$ cat config.mk
export PLATFORM = sky130hd
export DESIGN_NAME = seq_multiplier
export DESIGN_NICKNAME = d
export VERILOG_FILES = /design/src/rtl/seq_multiplier.sv
export SDC_FILE = /design/constraint.sdc
export NUM_CORES = 1
export LEC_CHECK = 0
export CORE_MARGIN = 5
export CORE_UTILIZATION = 45
export DETAILED_ROUTE_END_ITERATION = 6
export PLACE_DENSITY = 0.86
export SLEW_MARGIN = 20
export SYNTH_ARGS = -nofsm -noshare
export SYNTH_HDL_FRONTEND = slang
export SYNTH_SLANG_ARGS = --single-unit
$ cat constraint.sdc
create_clock -name clk -period 2.82 [get_ports clk]
set_input_delay 0.423 -clock clk [delete_from_list [all_inputs] [get_ports clk]]
set_output_delay 0.423 -clock clk [all_outputs]
set_load 0.02 [all_outputs]
$ cat src/rtl/seq_multiplier.sv
// Sequential unsigned shift-add multiplier: one multiplier bit per clock,
// 2*WIDTH-bit product presented on P_hi:P_lo with a start/busy/done handshake.
module seq_multiplier #(
  parameter int unsigned WIDTH = 32
) (
  input  logic             clk,
  input  logic             rst_n,
  input  logic             start,
  input  logic [WIDTH-1:0] A,
  input  logic [WIDTH-1:0] B,
  output logic             busy,
  output logic             done,
  output logic [WIDTH-1:0] P_hi,
  output logic [WIDTH-1:0] P_lo
);

  localparam int unsigned CW = (WIDTH > 1) ? $clog2(WIDTH) : 1;
  localparam logic [CW-1:0] LAST_ITER = CW'(WIDTH - 1);

  typedef enum logic [1:0] {
    S_IDLE = 2'd0,
    S_RUN  = 2'd1,
    S_DONE = 2'd2
  } state_e;

  state_e           state_q, state_d;
  logic [WIDTH-1:0] mcand_q, mcand_d;
  logic [WIDTH-1:0] p_hi_q,  p_hi_d;
  logic [WIDTH-1:0] p_lo_q,  p_lo_d;
  logic [CW-1:0]    cnt_q,   cnt_d;
  logic [WIDTH:0]   sum;

  always_ff @(posedge clk or negedge rst_n) begin
    if (!rst_n) begin
      state_q <= S_IDLE;
      mcand_q <= '0;
      p_hi_q  <= '0;
      p_lo_q  <= '0;
      cnt_q   <= '0;
    end else begin
      state_q <= state_d;
      mcand_q <= mcand_d;
      p_hi_q  <= p_hi_d;
      p_lo_q  <= p_lo_d;
      cnt_q   <= cnt_d;
    end
  end

  always_comb begin
    state_d = state_q;
    mcand_d = mcand_q;
    p_hi_d  = p_hi_q;
    p_lo_d  = p_lo_q;
    cnt_d   = cnt_q;
    sum     = {1'b0, p_hi_q} + (p_lo_q[0] ? {1'b0, mcand_q} : '0);

    unique case (state_q)
      S_IDLE, S_DONE: begin
        if (start) begin
          mcand_d = A;
          p_hi_d  = '0;
          p_lo_d  = B;
          cnt_d   = '0;
          state_d = S_RUN;
        end else begin
          state_d = S_IDLE;
        end
      end
      S_RUN: begin
        // Right shift of {carry, P_hi, P_lo}: the add carry lands in P_hi's MSB.
        {p_hi_d, p_lo_d} = {sum, p_lo_q[WIDTH-1:1]};
        cnt_d            = cnt_q + 1'b1;
        if (cnt_q == LAST_ITER) begin
          state_d = S_DONE;
        end
      end
      default: state_d = S_IDLE;
    endcase
  end

  assign busy = (state_q == S_RUN);
  assign done = (state_q == S_DONE);
  assign P_hi = p_hi_q;
  assign P_lo = p_lo_q;

endmodule

-- Yosys cells after proc, flatten, opt, wreduce, memory -nomap -nowiden
Index checks and enable logic that the tools add are counted.
- register bits: 103
- input port bits: 67
- output and inout port bits: 66
- word-level logic and storage cells: 27
- $add $sub $neg: 2
- equal/unequal tests: 5
- mux-type cells: 10
- reductions and logical operators: 5
- operators with widths (cell ; count):
    $pmux 32 s2 ; 2
    $mux 32 ; 3
    $add 32x32->33 ; 1
    $pmux 5 s2 ; 1
    $add 5x1->5 const B ; 1
    $eq 5x5->1 const B ; 1
    $mux 5 ; 1
    $pmux 2 s2 ; 1
    $reduce_and 2->1 ; 2
    $eq 2x1->1 const B ; 1
    $eq 2x2->1 const B ; 1
    $logic_not 2->1 ; 1
    $mux 2 ; 1
    $ne 2x1->1 const B ; 1
    $ne 2x2->1 const B ; 1
    $reduce_bool 2->1 ; 1
    $reduce_or 2->1 ; 1
    $mux 1 ; 1

-- Longest topological paths before layout
Gate-level depths: netlist of the first run.
- word-level depth: 4
- gate-level depth with buffers: 11

-- Worst setup path before layout of the first run
Ideal clock, no wire load.
- path type: flip-flop to flip-flop
- start point: register p_lo_q[0], in the netlist P_lo[0]
- end point: register p_hi_q[27], in the netlist P_hi[27]
- library setup time: 122 ps
- arrival: 2721 ps
- required time: 2698 ps
- setup slack: -23 ps
- stages on the path, launching flop included: 11
- path buffers: 1
- period minus slack after synthesis: 2843 ps
- path through: dfrtp_1 clkbuf_1 nand2_1 fa_1 and2b_1 o2111ai_1 a21o_2 o2111a_1 o31ai_1 o21ai_0 a32o_1
- cells in the longest elaborated chain, start to end: 3
- RTL lines (element ; line ; RTL):
    from (decl) ; 29 ; logic [WIDTH-1:0] p_lo_q, p_lo_d;
    from (signal assigned) ; 44 ; p_lo_q <= p_lo_d;
    $mux 32 ; 55 ; sum = {1'b0, p_hi_q} + (p_lo_q[0] ? {1'b0, mcand_q} : '0);
    $add 32x32->33 ; 55 ;
    $pmux 32 s2 ; 57 ; unique case (state_q)
    to (signal assigned) ; 43 ; p_hi_q <= p_hi_d;
    to (decl) ; 28 ; logic [WIDTH-1:0] p_hi_q, p_hi_d;
Every way passes these cells.
A chain may end at the register's enable or synchronous reset.

-- Worst setup path in the final report of the first run
Ends and elaborated chain as after synthesis.

==> results of run 1 <==
cell families after synthesis:
logic type | synth area share [%]
DFF | 42.8
adders and majority gates | 7.40
and+or+nand+nor | 23.9
buffers and inverters | 2.97
xor gates and xnor gates | 3.06
AOI/OAI and AO/OA | 19.8
layer usage:
layer	routed length, microns	share of wire (%)	global-route usage (%)
met3	1340	8.0	7.20
met2	7820	47	34.9
met4	261	1.6	6.12
met5	0	0	0
met1	7260	44	27.9
cell usage after synthesis, types with 7 or more instances:
library cell,instances,share of area (%)
dfrtp_1,103,43
buf_1,7,0.44
and2_1,35,3.6
a21o_1,13,1.6
ha_1,34,7.1
nor2_1,19,1.2
clkbuf_1,25,1.6
xor2_1,12,1.7
o21ai_0,45,3.7
inv_1,8,0.50
nor3_1,7,0.58
xnor2_1,9,1.3
a22oi_1,31,3.9
a21oi_1,28,2.3
nand2_1,220,14
repair_timing:
action / 4_1_cts / 5_1_grt
pin swaps: 4 / 14
setup endpoints to repair: 7 / 13
gates resized for setup: 5 / 23
setup buffers: 1 / 1
critical path: cells and delay by family, from the launching register on:
kind            cells  cell delay (ns)
fa+ha+maj           2             0.48
simple gates        2             0.40
compound gates      6             1.35
flops               1             0.39
buf+inv             1             0.03
area by class of cell:
type	count	area [sq um]
clock buffers	10	229
clock inverters	6	53.8
fillers	1110	5100
inverters	9	33.8
multi-input cells	554	3370
flip-flops and latches	103	2580
well taps	176	220
repair buffers	168	1600
sequential cells by signal, indices dropped and copies added, names as in the netlist:
| signal | cells |
|---|---|
| state_q | 2 |
| mcand_q | 32 |
| cnt_q | 5 |
| P_hi | 32 |
| P_lo | 32 |
per-stage QoR:
| stage | setup WS (ns) | setup TNS (ns) | cells |
|---|---|---|---|
| floorplan | 0.0446 | 0 | 703 |
| global placement | -0.0357 | -0.0357 | 1008 |
| detailed placement | -0.141 | -0.208 | 1008 |
| CTS | -0.0149 | -0.0149 | 1025 |
| global route | -0.0728 | -0.274 | 1026 |
| finish | 0.0573 | 0 | 1026 |
path summary, 6_finish.rpt:
| check | startpoint | end | slack, ns | depth (start not counted) |
|---|---|---|---|---|
| hold reg to reg | mcand_q[24] | mcand_q[24] | 0.47 | 2 |
| setup reg to reg | P_lo[0] | P_hi[27] | 0.06 | 11 |
| min in group clk | mcand_q[24] | mcand_q[24] | 0.47 | 2 |
| max in group asynchronous | rst_n | mcand_q[10] | 1.86 | 2 |
| hold / removal | rst_n | mcand_q[11] | 0.09 | 1 |
| setup / recovery | P_lo[0] | P_hi[27] | 0.06 | 11 |
report_power, final:
group	switching [mW]	leakage, nW	internal (mW)	total [mW]
logic	3.58	2.31	2.95	6.52
registers	0.609	1.25	2.25	2.86
clock network	0.603	0.136	0.616	1.22
==> run metrics, run 1 <==
register area share after synthesis 42.8%; ANT cells 0; Final period util 98.0%; clk root buf clkbuf_16; Crit. End Element register; crit path DAT 3.01 ns; Max IR drop VDD 0.703 mV; startpoint type of the worst setup path register; power density over cell area 1310 nW/um^2; # H-tree levels 3; clock-pin slew on the worst setup and hold paths 0.08 ns; Pre-antenna DRT Iters 5; Final HPWL DP 12.2 mm; number of flops mapped to enable cells by yosys 0; cts bufs inserted 9; DIE AREA 15,800 sq um; Leak 3.70 nW; fin util 61.3%; drt drc 0; gpl congestion 0.911; Hold/Removal Path Class primary input to asynchronous set/reset pin; post-synth cell types 59; max-cap viol count 0; Max transition margin 27.7%; Main synth FF type dfrtp_1; Peak Freq 362 MHz; Tot Pwr 10.6 mW; Finished Cell Area 8090 sq um; first-pass GRT wire length 28.2 mm; Final ANT Viol Nets 0; Crit path required time 3.07 ns; post-DR vias/cell 5.37; Post-synth ARST share 100%; # port buffers 132; CTS Hold Buffers Added 0; CTS Sinks 103; 1st-iter DRT viols 243; Initial Utilization 45.6%; Cell Area, Synth 6020 sq um; final setup vio count 0; routed wire length 16.7 mm; Worst-Skew Late Latency 0.36 ns; Mean Syn Cell Area 8.56 sq um; Die Width 126 microns; Synth Instances 703; Slowest-stage cell, CP dfrtp_2; WHS 0.0883 ns; row count 42; Ports 133; area added between synthesis and finish 34.3%; most common cell after layout, fill and taps aside nand2_1; Worst Path Max Fanout 3; initial antenna violation count 0; worst-margin pin slew 1.08 ns; final slew viol count 0; placement-stage cell area 7680 sq um; commonest non-fill, non-tap cells in the layout 219 x nand2_1, 131 x clkdlybuf4s50_1, 102 x dfrtp_1; routed vias 5,508; Nets 947; Synth Warn # 0; grt total ovfl 0; Fin. Hold Viols 0; final setup skew 0.0104 ns; Tmin final 2.76 ns; Die Y 126 microns; drt wl/cell 16.3 microns; RSZ-0062 raised after global routing yes; largest net degree at the start of global routing 65; Worst path max stage delay 0.39 ns; Critical Path, Cell by Cell and2_4 > ha_4 > inv_2 > fa_2 > and2b_1 > o2111ai_2 > a21o_2 > o2111a_2 > o31ai_4 > o21ai_2 > a32o_1; layout cells sized above 1 10.2%; Yosys reg bits 103; Net Count, Synth 805; Clock Tree Buf Depth 2; core area 13,200 sq um; status finished, final reports clean; vias in the first global route 5,753; Total Routing Usage GR 21.6%; CTS tree yes; critical path class register to register
(Power assumes the default switching activity.)
==> inputs of run 2 (changes only) <==
--- a/config.mk
+++ b/config.mk
@@ -5,6 +5,7 @@
 export SDC_FILE = /design/constraint.sdc
 export NUM_CORES = 1
 export LEC_CHECK = 0
+export CAP_MARGIN = 20
 export CORE_MARGIN = 5
 export CORE_UTILIZATION = 45
 export DETAILED_ROUTE_END_ITERATION = 6
==> run 2 against run 1 <==
Critical path depth unchanged. Sequential cell count unchanged. Critical endpoint unchanged. Die area unchanged. First-iteration DRC count grew 4.1%. Register-to-register slack about the same. Highest routed layer unchanged. Clock power about the same. Cell area up 0.29%. Sequential share of layout area shrank 0.094 points.
==> run metrics, run 2 (synthesis gave the netlist of run 1 again) <==
GRT Max-Usage Layer met2; clock-pin slew on the worst setup and hold paths 0.08 ns; max-cap viol count 0; worst setup path start P_lo[0]; cts bufs inserted 9; Crit path required time 3.07 ns; fin util 61.5%; largest net degree at the start of global routing 65; GR Util met2 34.9%; GR Util met1 27.9%; WHS 0.0830 ns; switching power 4.79 mW; clock network power share 11.5%; status finished, final reports clean; RR Startpoint P_lo[0]; Crit. End Element register; ANT cells 0; Final ANT Viol Nets 0; commonest non-fill, non-tap cells in the layout 219 x nand2_1, 131 x clkdlybuf4s50_1, 102 x dfrtp_1; Peak Freq 362 MHz; RSZ-0062 raised after global routing yes; Hold/Removal Path Class primary input to asynchronous set/reset pin; DIE AREA 15,800 sq um; Tot Pwr 10.6 mW; routing usage on met3 7.20%; power density over cell area 1310 nW/um^2; pre-CTS setup slack -0.141 ns; placement-stage cell area 7680 sq um; CTS Hold Buffers Added 0; Fin. Hold Viols 0; Die Y 126 microns; clk root buf clkbuf_16; Nets 948; Total Routing Usage GR 21.6%; Final HPWL DP 12.2 mm; # port buffers 132; final worst slack 0.0591 ns; critical path class register to register; first-pass GRT wire length 28.2 mm; final setup vio count 0; Die Width 126 microns; setup TNS 0 ns; DP Cell Count 1,008; Ports 133; Final period util 97.9%; Tmin final 2.76 ns; Int Pwr 5.84 mW; Combinational Power Share 61.6%; Worst Path Max Fanout 3; core area 13,200 sq um; most common cell after layout, fill and taps aside nand2_1; Initial Utilization 45.6%; 1st-iter DRT viols 253; CTS Sinks 103; grt total ovfl 0; post-DR vias/cell 5.37; Worst-Skew Late Latency 0.36 ns; vias in the first global route 5,753; final slew viol count 0; Max transition margin 56.3%; # H-tree levels 3; routed wire length 16.7 mm; routed vias 5,513; Final Non-Filler Cells 1,027; final setup skew 0.0106 ns; Worst path max stage delay 0.38 ns; Max IR drop VDD 0.703 mV; Sw Share 45.0%; Seq pwr share 26.9%; worst-margin pin slew 0.656 ns; Leak 3.71 nW; drt drc 0; startpoint type of the worst setup path register; initial antenna violation count 0; Slowest-stage cell, CP dfrtp_2; CTS tree yes; Buf/Inv on CP 1; Pre-antenna DRT Iters 4; gpl congestion 0.911; Finished Cell Area 8110 sq um; layout cells sized above 1 10.2%; drt wl/cell 16.2 microns; area added between synthesis and finish 34.7%; Critical Path, Cell by Cell and2_4 > ha_4 > inv_2 > fa_2 > and2b_1 > o2111ai_2 > a21o_2 > o2111a_2 > o31ai_4 > o21ai_2 > a32o_1; row count 42; crit path DAT 3.01 ns; Clock Tree Buf Depth 2; CP delay by family, top compound AO/OA/AOI/OAI gates
## run 2: changes by cell type in the layout (fill, tap and decap cells not counted), sizes merged
cell  before  now
buf       37   38
## run 2: layout make-up
| cell class | instances | area, sq um |
|---|---|---|
| tap | 176 | 220 |
| sequential | 103 | 2580 |
| fill | 1104 | 5080 |
| timing repair buffer | 169 | 1620 |
| inverter | 9 | 33.8 |
| clock buffer | 10 | 229 |
| clock inverter | 6 | 53.8 |
| multi-input combinational | 554 | 3370 |
## run 2: power groups by stage
stage                     combinational (mW)  sequential (mW)  clock (mW)
after CTS                               6.42             2.85        1.24
after floorplan                         3.51             3.26           0
after global placement                  6.19             2.84           0
after global routing                    7.22             2.97        1.30
final                                   6.55             2.86        1.22
after detailed placement                6.35             2.85           0
## run 2: worst reg2reg max path, stage by stage, from the launching register on
cell and delay (ns):
dfrtp_2 0.38, and2_4 0.15, ha_4 0.12, inv_2 0.03, fa_2 0.36, and2b_1 0.25
o2111ai_2 0.17, a21o_2 0.24, o2111a_2 0.28, o31ai_4 0.32, o21ai_2 0.09, a32o_1 0.25
## run 2: path summary, 6_finish.rpt
| path | to | slack (ns) | cells past startpoint |
|---|---|---|---|
| max | P_hi[27] | 0.06 | 11 |
| min reg2reg | mcand_q[24] | 0.47 | 2 |
| max reg2reg | P_hi[27] | 0.06 | 11 |
| max in group asynchronous | mcand_q[10] | 1.88 | 2 |
| min in group clk | mcand_q[24] | 0.47 | 2 |
| min | mcand_q[11] | 0.08 | 1 |
## run 2: timing repair
item,in CTS,in global routing
setup endpoints to repair,7,13
setup buffers,1,1
pin swaps,4,14
gates resized for setup,5,22
## run 2: layer usage
metal | vias to the layer above | part of all wire (%)
met3 | 18 | 7.4
met1 | 2640 | 44
met5 | - | 0
li1 | 2712 | -
met2 | 143 | 47
met4 | 0 | 1.6
